### src/rtl/fetch_stage_pkg.sv
// Shared types and constants for the instruction-fetch front end and its
// fetch-to-decode bus.
package fetch_stage_pkg;

  localparam int ADDR_W = 32;
  localparam int INSN_W = 32;

  localparam logic [ADDR_W-1:0] DEFAULT_RESET_PC = '0;

  // Byte distance between consecutive instruction words.
  localparam logic [ADDR_W-1:0] PC_STEP = ADDR_W'(INSN_W / 8);

  typedef struct packed {
    logic [ADDR_W-1:0] pc;
    logic [INSN_W-1:0] insn;
  } FetchToDecodeBusPacket;

  typedef enum logic [2:0] {
    S_BOOT,
    S_REQ,
    S_WAIT,
    S_HOLD,
    S_DROP
  } fetch_state_t;

  // Sequential successor address; wraps naturally at 2^ADDR_W.
  function automatic logic [ADDR_W-1:0] next_pc(input logic [ADDR_W-1:0] pc);
    return pc + PC_STEP;
  endfunction

endpackage

### src/rtl/fetch_stage_if.sv
// Instruction-memory request/response channel plus the fetch-to-decode bus.
// master = fetch stage, slave = memory/decode side.
interface fetch_stage_if;
  import fetch_stage_pkg::*;

  logic                  imem_req_valid;
  logic [ADDR_W-1:0]     imem_req_addr;
  logic                  imem_req_ready;
  logic                  imem_rsp_valid;
  logic [INSN_W-1:0]     imem_rsp_data;
  logic                  bus_busy;
  FetchToDecodeBusPacket bus_pkt;
  logic                  bus_recv;

  modport master (
    output imem_req_valid,
    output imem_req_addr,
    input  imem_req_ready,
    input  imem_rsp_valid,
    input  imem_rsp_data,
    output bus_busy,
    output bus_pkt,
    input  bus_recv
  );

  modport slave (
    input  imem_req_valid,
    input  imem_req_addr,
    output imem_req_ready,
    output imem_rsp_valid,
    output imem_rsp_data,
    input  bus_busy,
    input  bus_pkt,
    output bus_recv
  );

endinterface

### src/rtl/fetch_bus_register.sv
// Transmit-side register of a stage-to-stage bus: holds one packet and a
// busy flag until the receiver consumes it. Payload type is a parameter so
// later stage buses can reuse it.
module fetch_bus_register #(
  parameter type T = logic [63:0]
) (
  input  logic clk,
  input  logic reset_n,
  input  logic i_publish,
  input  logic i_flush,
  input  logic i_recv,
  input  T     i_data,
  output logic o_busy,
  output T     o_data
);

  logic r_busy;
  T     r_data;

  // Flush beats publish beats consume; publish with a same-cycle consume is
  // the back-to-back handover and keeps busy set.
  always_ff @(posedge clk or negedge reset_n) begin
    if (!reset_n) begin
      r_busy <= 1'b0;
      r_data <= '0;
    end else if (i_flush) begin
      r_busy <= 1'b0;
    end else if (i_publish) begin
      r_busy <= 1'b1;
      r_data <= i_data;
    end else if (i_recv) begin
      r_busy <= 1'b0;
    end
  end

  assign o_busy = r_busy;
  assign o_data = r_data;

  // Receiver must only consume a pending packet.
  a_recv_when_busy : assert property (
    @(posedge clk) disable iff (!reset_n) !(i_recv && !r_busy)
  );

  // A pending packet may only be overwritten when it is consumed the same cycle.
  a_no_overwrite : assert property (
    @(posedge clk) disable iff (!reset_n) !(i_publish && r_busy && !i_recv)
  );

endmodule

### src/rtl/fetch_stage.sv
// Instruction-fetch front end: walks the PC, keeps one memory request in
// flight, and hands each returned word to decode over the bus register.
// Redirects from execute squash in-flight and published wrong-path work.
module fetch_stage
  import fetch_stage_pkg::*;
#(
  parameter logic [ADDR_W-1:0] RESET_PC = DEFAULT_RESET_PC
) (
  input  logic              clk,
  input  logic              reset_n,
  fetch_stage_if.master     bus,
  input  logic              redirect_valid,
  input  logic [ADDR_W-1:0] redirect_pc,
  output logic [31:0]       fetched_count
);

  fetch_state_t          r_state;
  fetch_state_t          w_state_next;
  logic [ADDR_W-1:0]     r_pc;
  FetchToDecodeBusPacket r_hold;
  logic [31:0]           r_count;

  logic                  w_flush;
  logic                  w_publish;
  logic                  w_capture;
  logic                  w_bus_free;
  logic                  w_busy;
  FetchToDecodeBusPacket w_pkt;
  FetchToDecodeBusPacket w_rsp_pkt;
  FetchToDecodeBusPacket w_pub_pkt;

  assign w_bus_free = !w_busy || bus.bus_recv;
  assign w_rsp_pkt  = '{pc: r_pc, insn: bus.imem_rsp_data};
  // A redirect is ignored only in the one boot cycle after reset.
  assign w_flush    = redirect_valid && (r_state != S_BOOT);

  // Next-state, publish and hold-capture decisions; redirect has top priority.
  always_comb begin
    w_state_next = r_state;
    w_publish    = 1'b0;
    w_capture    = 1'b0;
    w_pub_pkt    = r_hold;
    unique case (r_state)
      S_BOOT: w_state_next = S_REQ;
      S_REQ: begin
        if (w_flush) begin
          // An accepted request for the old path must have its response eaten.
          w_state_next = bus.imem_req_ready ? S_DROP : S_REQ;
        end else if (bus.imem_req_ready) begin
          w_state_next = S_WAIT;
        end
      end
      S_WAIT: begin
        if (w_flush) begin
          w_state_next = bus.imem_rsp_valid ? S_REQ : S_DROP;
        end else if (bus.imem_rsp_valid) begin
          if (w_bus_free) begin
            w_publish    = 1'b1;
            w_pub_pkt    = w_rsp_pkt;
            w_state_next = S_REQ;
          end else begin
            w_capture    = 1'b1;
            w_state_next = S_HOLD;
          end
        end
      end
      S_HOLD: begin
        if (w_flush) begin
          w_state_next = S_REQ;
        end else if (w_bus_free) begin
          w_publish    = 1'b1;
          w_state_next = S_REQ;
        end
      end
      S_DROP: begin
        // Still owed one stale response, redirect or not.
        if (bus.imem_rsp_valid) begin
          w_state_next = S_REQ;
        end
      end
      default: w_state_next = S_BOOT;
    endcase
  end

  // State, PC, hold buffer and publish counter.
  always_ff @(posedge clk or negedge reset_n) begin
    if (!reset_n) begin
      r_state <= S_BOOT;
      r_pc    <= RESET_PC;
      r_hold  <= '0;
      r_count <= '0;
    end else begin
      r_state <= w_state_next;
      if (w_flush) begin
        r_pc <= redirect_pc;
      end else if (w_publish) begin
        r_pc <= next_pc(r_pc);
      end
      if (w_flush) begin
        r_hold <= '0;
      end else if (w_capture) begin
        r_hold <= w_rsp_pkt;
      end
      if (w_publish) begin
        r_count <= r_count + 32'd1;
      end
    end
  end

  fetch_bus_register #(
    .T (FetchToDecodeBusPacket)
  ) u_bus_reg (
    .clk       (clk),
    .reset_n   (reset_n),
    .i_publish (w_publish),
    .i_flush   (w_flush),
    .i_recv    (bus.bus_recv),
    .i_data    (w_pub_pkt),
    .o_busy    (w_busy),
    .o_data    (w_pkt)
  );

  assign bus.imem_req_valid = (r_state == S_REQ);
  assign bus.imem_req_addr  = r_pc;
  assign bus.bus_busy       = w_busy;
  assign bus.bus_pkt        = w_pkt;
  assign fetched_count      = r_count;

endmodule

### src/flat_wrapper.sv
// flat-port wrapper written by rule: the top's interface ports become plain ports
module fetch_stage_flat import fetch_stage_pkg::*;
#(
  parameter logic [ADDR_W-1:0] RESET_PC = DEFAULT_RESET_PC
)
  (clk, reset_n, redirect_valid, redirect_pc, fetched_count, bus_imem_req_valid, bus_imem_req_addr, bus_imem_req_ready, bus_imem_rsp_valid, bus_imem_rsp_data, bus_bus_busy, bus_bus_pkt, bus_bus_recv);
  fetch_stage_if bus_i ();
  input  logic clk;
  input  logic reset_n;
  input  logic redirect_valid;
  input  logic [ADDR_W-1:0] redirect_pc;
  output logic [31:0] fetched_count;
  output wire logic [$bits(bus_i.imem_req_valid)-1:0] bus_imem_req_valid;
  output wire logic [$bits(bus_i.imem_req_addr)-1:0] bus_imem_req_addr;
  input wire logic [$bits(bus_i.imem_req_ready)-1:0] bus_imem_req_ready;
  input wire logic [$bits(bus_i.imem_rsp_valid)-1:0] bus_imem_rsp_valid;
  input wire logic [$bits(bus_i.imem_rsp_data)-1:0] bus_imem_rsp_data;
  output wire logic [$bits(bus_i.bus_busy)-1:0] bus_bus_busy;
  output wire logic [$bits(bus_i.bus_pkt)-1:0] bus_bus_pkt;
  input wire logic [$bits(bus_i.bus_recv)-1:0] bus_bus_recv;
  assign bus_imem_req_valid = bus_i.imem_req_valid;
  assign bus_imem_req_addr = bus_i.imem_req_addr;
  assign bus_i.imem_req_ready = bus_imem_req_ready;
  assign bus_i.imem_rsp_valid = bus_imem_rsp_valid;
  assign bus_i.imem_rsp_data = bus_imem_rsp_data;
  assign bus_bus_busy = bus_i.bus_busy;
  assign bus_bus_pkt = bus_i.bus_pkt;
  assign bus_i.bus_recv = bus_bus_recv;
  fetch_stage #(.RESET_PC(RESET_PC)) u_core (.clk(clk), .reset_n(reset_n), .bus(bus_i), .redirect_valid(redirect_valid), .redirect_pc(redirect_pc), .fetched_count(fetched_count));
endmodule
### config.mk
export PLATFORM = sky130hd
export DESIGN_NAME = fetch_stage_flat
export DESIGN_NICKNAME = d
export VERILOG_FILES = /design/src/rtl/fetch_stage_pkg.sv /design/src/rtl/fetch_stage_if.sv /design/src/rtl/fetch_bus_register.sv /design/src/rtl/fetch_stage.sv /design/src/flat_wrapper.sv
export SDC_FILE = /design/constraint.sdc
export NUM_CORES = 1
export LEC_CHECK = 0
export BUFFER_PORTS_ARGS = -buffer_cell sky130_fd_sc_hd__buf_4
export CAP_MARGIN = 30
export CORE_ASPECT_RATIO = 0.75
export CORE_MARGIN = 4
export CORE_UTILIZATION = 35
export DETAILED_ROUTE_END_ITERATION = 8
export PLACE_DENSITY = 0.65
export SYNTH_ARGS = -nofsm -noshare
export SYNTH_HDL_FRONTEND = slang
export SYNTH_HIERARCHICAL = 1
export SYNTH_SLANG_ARGS = --single-unit
### constraint.sdc
create_clock -name clk -period 2.6 [get_ports clk]
set_clock_uncertainty 0.15 [all_clocks]
set_input_delay 0.26 -clock clk [delete_from_list [all_inputs] [get_ports clk]]
set_output_delay 0.26 -clock clk [all_outputs]
set_load 0.005 [all_outputs]
==> impl_metrics.py <==
metrics = {
    "cts": {
        "cts-root-buf": "clkbuf_16",
        "worstSkewPairLatency_ps": 440,
        "cts.clk_slew.worst_paths_ps": 70,
        "cts_resized": 0,
        "htree_levels": 4,
        "cts_tree": "built",
        "cts_hold_buf": 69,
        "clock_path_buffers": 2,
        "cts_inserted_buffers": 17,
        "clock_sink_count": 196,
        "post_cts_buffers": 0,
    },
    "logic_synthesis": {
        "synth_seq_cells": 196,
        "yosys.area.top_type": "dfrtp_1",
        "yosysUniqueCellTypes": 48,
        "synth_top_area_share_pct": 51.67,
        "syn_avg_cell_area_um2": 10.96,
        "yosysSeqAreaShare_pct": 51.67,
        "synth_edf_count": 0,
        "synth_area_um2": 9492,
        "syn_nets": 938,
        "synthFlopType": "dfrtp_1",
        "yosys_warnings": 6,
        "async_reset_ff_share_pct": 100.0,
        "synth_cells": 866,
        "synth_area_leaders": "dfrtp_1 52%, mux2_4 9.5%, mux2_2 7.6%",
    },
    "routing": {
        "ant_nets": 0,
        "drt_iter0_markers": 437,
        "vias": 7388,
        "wl_per_cell_um": 17.80,
        "first_pass_iters": 4,
        "drt-total-wl_um": 26630,
        "vias_per_cell": 4.939,
        "route.detailed.drc": 0,
    },
    "floorplan": {
        "rows": 51,
        "start_util_pct": 36.02,
        "io_pins": 200,
        "core-area_um2": 26350,
        "die_w_um": 198.2,
        "dieHeight_um": 150.6,
        "die-area_um2": 29850,
    },
    "layout": {
        "finalNonFillerCells": 1496,
        "fill_cells": 2366,
        "fin_area_um2": 12850,
        "syn2layout_area_growth_pct": 35.42,
        "multi_input_area_um2": 4222,
        "drive_above_1_share_pct": 35.42,
        "final_util_pct": 48.77,
        "fin_nets": 1211,
        "antennaDiodeCount": 0,
        "final_cell_mix": "228 x buf_4, 196 x dfrtp_1, 192 x nand2_1",
        "mostFrequentLayoutCell": "buf_4",
        "seq_area_um2": 4905,
    },
    "global_routing": {
        "grt_use_met1_pct": 25.99,
        "grt_pass1_wl_um": 41750,
        "grt_pass1_vias": 7474,
        "antenna_found_initial": 0,
        "use_met3_pct": 3.714,
        "grt-ovfl-total": 0,
        "grt_max_degree": 113,
        "busiest_layer": "met2",
        "track_usage_pct": 17.80,
        "grt_use_met2_pct": 27.03,
    },
    "sta": {
        "finalCritPeriodShare_pct": 97.11,
        "hold_viol": 0,
        "rsz0062_at_grt": "false",
        "timing.slew.headroom_pct": 61.47,
        "worst_hold_slack_ps": 44.50,
        "timing.final.crit_period_ps": 2525,
        "setup-tns-final_ps": 0,
        "worstMarginPinSlew_ps": 577.9,
        "slew_violations": 0,
        "finalWorstSetupSlack_ps": 75.01,
        "fmax_ghz": 0.3960,
        "setup_violations": 0,
    },
    "job": {
        "max_cap_viol_count": 0,
    },
    "placement": {
        "dp_cells": 1395,
        "post-place-ws_ps": 133.6,
        "portBuffers": 199,
        "place_area_um2": 11520,
        "gp_congestion": 0.8335,
        "dp_hpwl_um": 17750,
    },
    "hold_path": {
        "hold-path-cell-count": 4,
        "hp-class": "input pin to register",
        "worstHoldStart": "bus_imem_rsp_valid",
        "min_to": "u_core/r_state[0]",
    },
    "critical_path": {
        "cp_max_fo": 22,
        "crit_required_ps": 2770,
        "rr_endpoint": "u_core/u_bus_reg/o_data[49]",
        "regToRegSetupSlack_ps": 140,
        "worstSetupPathType": "input pin to register",
        "startpoint_type": "input pin",
        "timing.rr.start": "u_core/r_state[1]",
        "cp-end-kind": "register",
        "r2r_cells": 6,
        "critPathArrivalTime_ps": 2700,
    },
    "power": {
        "p_leak_nw": 6.021,
        "power_mw": 9.102,
        "pwr_density_cell_nw_per_um2": 708.2,
        "irDropWorstVdd_mv": 0.4459,
    },
    "outcome": {
        "status": "finished, final reports clean",
    },
}
-- cells in the mapped netlist, types with 2 or more instances --
master,instances
buf_2,5
nand3_1,26
xnor2_1,45
ha_1,2
mux2_4,60
o21ai_0,30
nor3_1,10
nor2_1,20
buf_1,9
clkbuf_1,30
a211oi_1,2
dfrtp_1,196
nor4_1,10
nor4_4,3
a31oi_1,5
mux2_2,64
buf_6,2
nand2_1,192
xor2_1,8
and2_1,2
inv_1,10
buf_12,7
a21oi_1,70
and3_1,9
nand4_1,16
and4_1,6
or3_1,5
nand2b_1,2
-- routing by layer --
layer	up-vias	wire length, um
met2	197	11890
met4	0	309
met1	3643	13160
met3	25	1270
li1	3523	-
met5	-	0
-- worst max path at each step --
stage                           start                          end  slack (ps)  cells after the start
floorplan           u_core/r_state[2]   u_core/u_bus_reg/o_data[0]          30                     10
global placement    u_core/r_state[0]  u_core/u_bus_reg/o_data[52]         170                      6
detailed placement  u_core/r_state[1]  u_core/u_bus_reg/o_data[49]         130                      6
CTS                    redirect_valid  u_core/u_bus_reg/o_data[59]          90                      8
global route           redirect_valid  u_core/u_bus_reg/o_data[61]          20                      8
finish                 redirect_valid  u_core/u_bus_reg/o_data[59]          80                      8
-- report_power, final --
| group | internal [mW] | switching [mW] |
|---|---|---|
| Sequential | 3.37 | 0.399 |
| Combinational | 1.19 | 1.21 |
| Clock | 1.64 | 1.29 |
-- flip-flops by register name (all words and copies together) (netlist names) --
signal,count
u_core/u_bus_reg/o_busy,1
u_core/r_state,3
u_core/fetched_count,32
u_core/bus.imem_req_addr,32
u_core/u_bus_reg/o_data,64
u_core/r_hold,64
-- kinds of logic after synthesis --
group / synth area share (%)
AND/OR/NAND/NOR: 15.63
flip-flops: 51.67
multiplexers: 17.19
AO/OA/AOI/OAI: 6.354
buffers and inverters: 3.994
XOR/XNOR: 4.891
adder cells (fa/ha/maj): 0.2636
-- critical path, cell delays in order --
cell and delay [ps]:
dlygate4sd3_1 550, buf_4 170, or3b_1 380, or3_1 380, inv_1 100, nor2b_4 250
buf_12 240, mux2_2 350
-- layout make-up --
type | instances | share of cell area (%)
inverters | 10 | 0.3115
multi-input cells | 606 | 32.84
well taps | 344 | 3.349
clock inverters | 15 | 1.674
clock buffers | 17 | 3.310
flip-flops and latches | 196 | 38.16
repair buffers | 308 | 20.35
No activity file was read; power rests on OpenSTA's default activity.
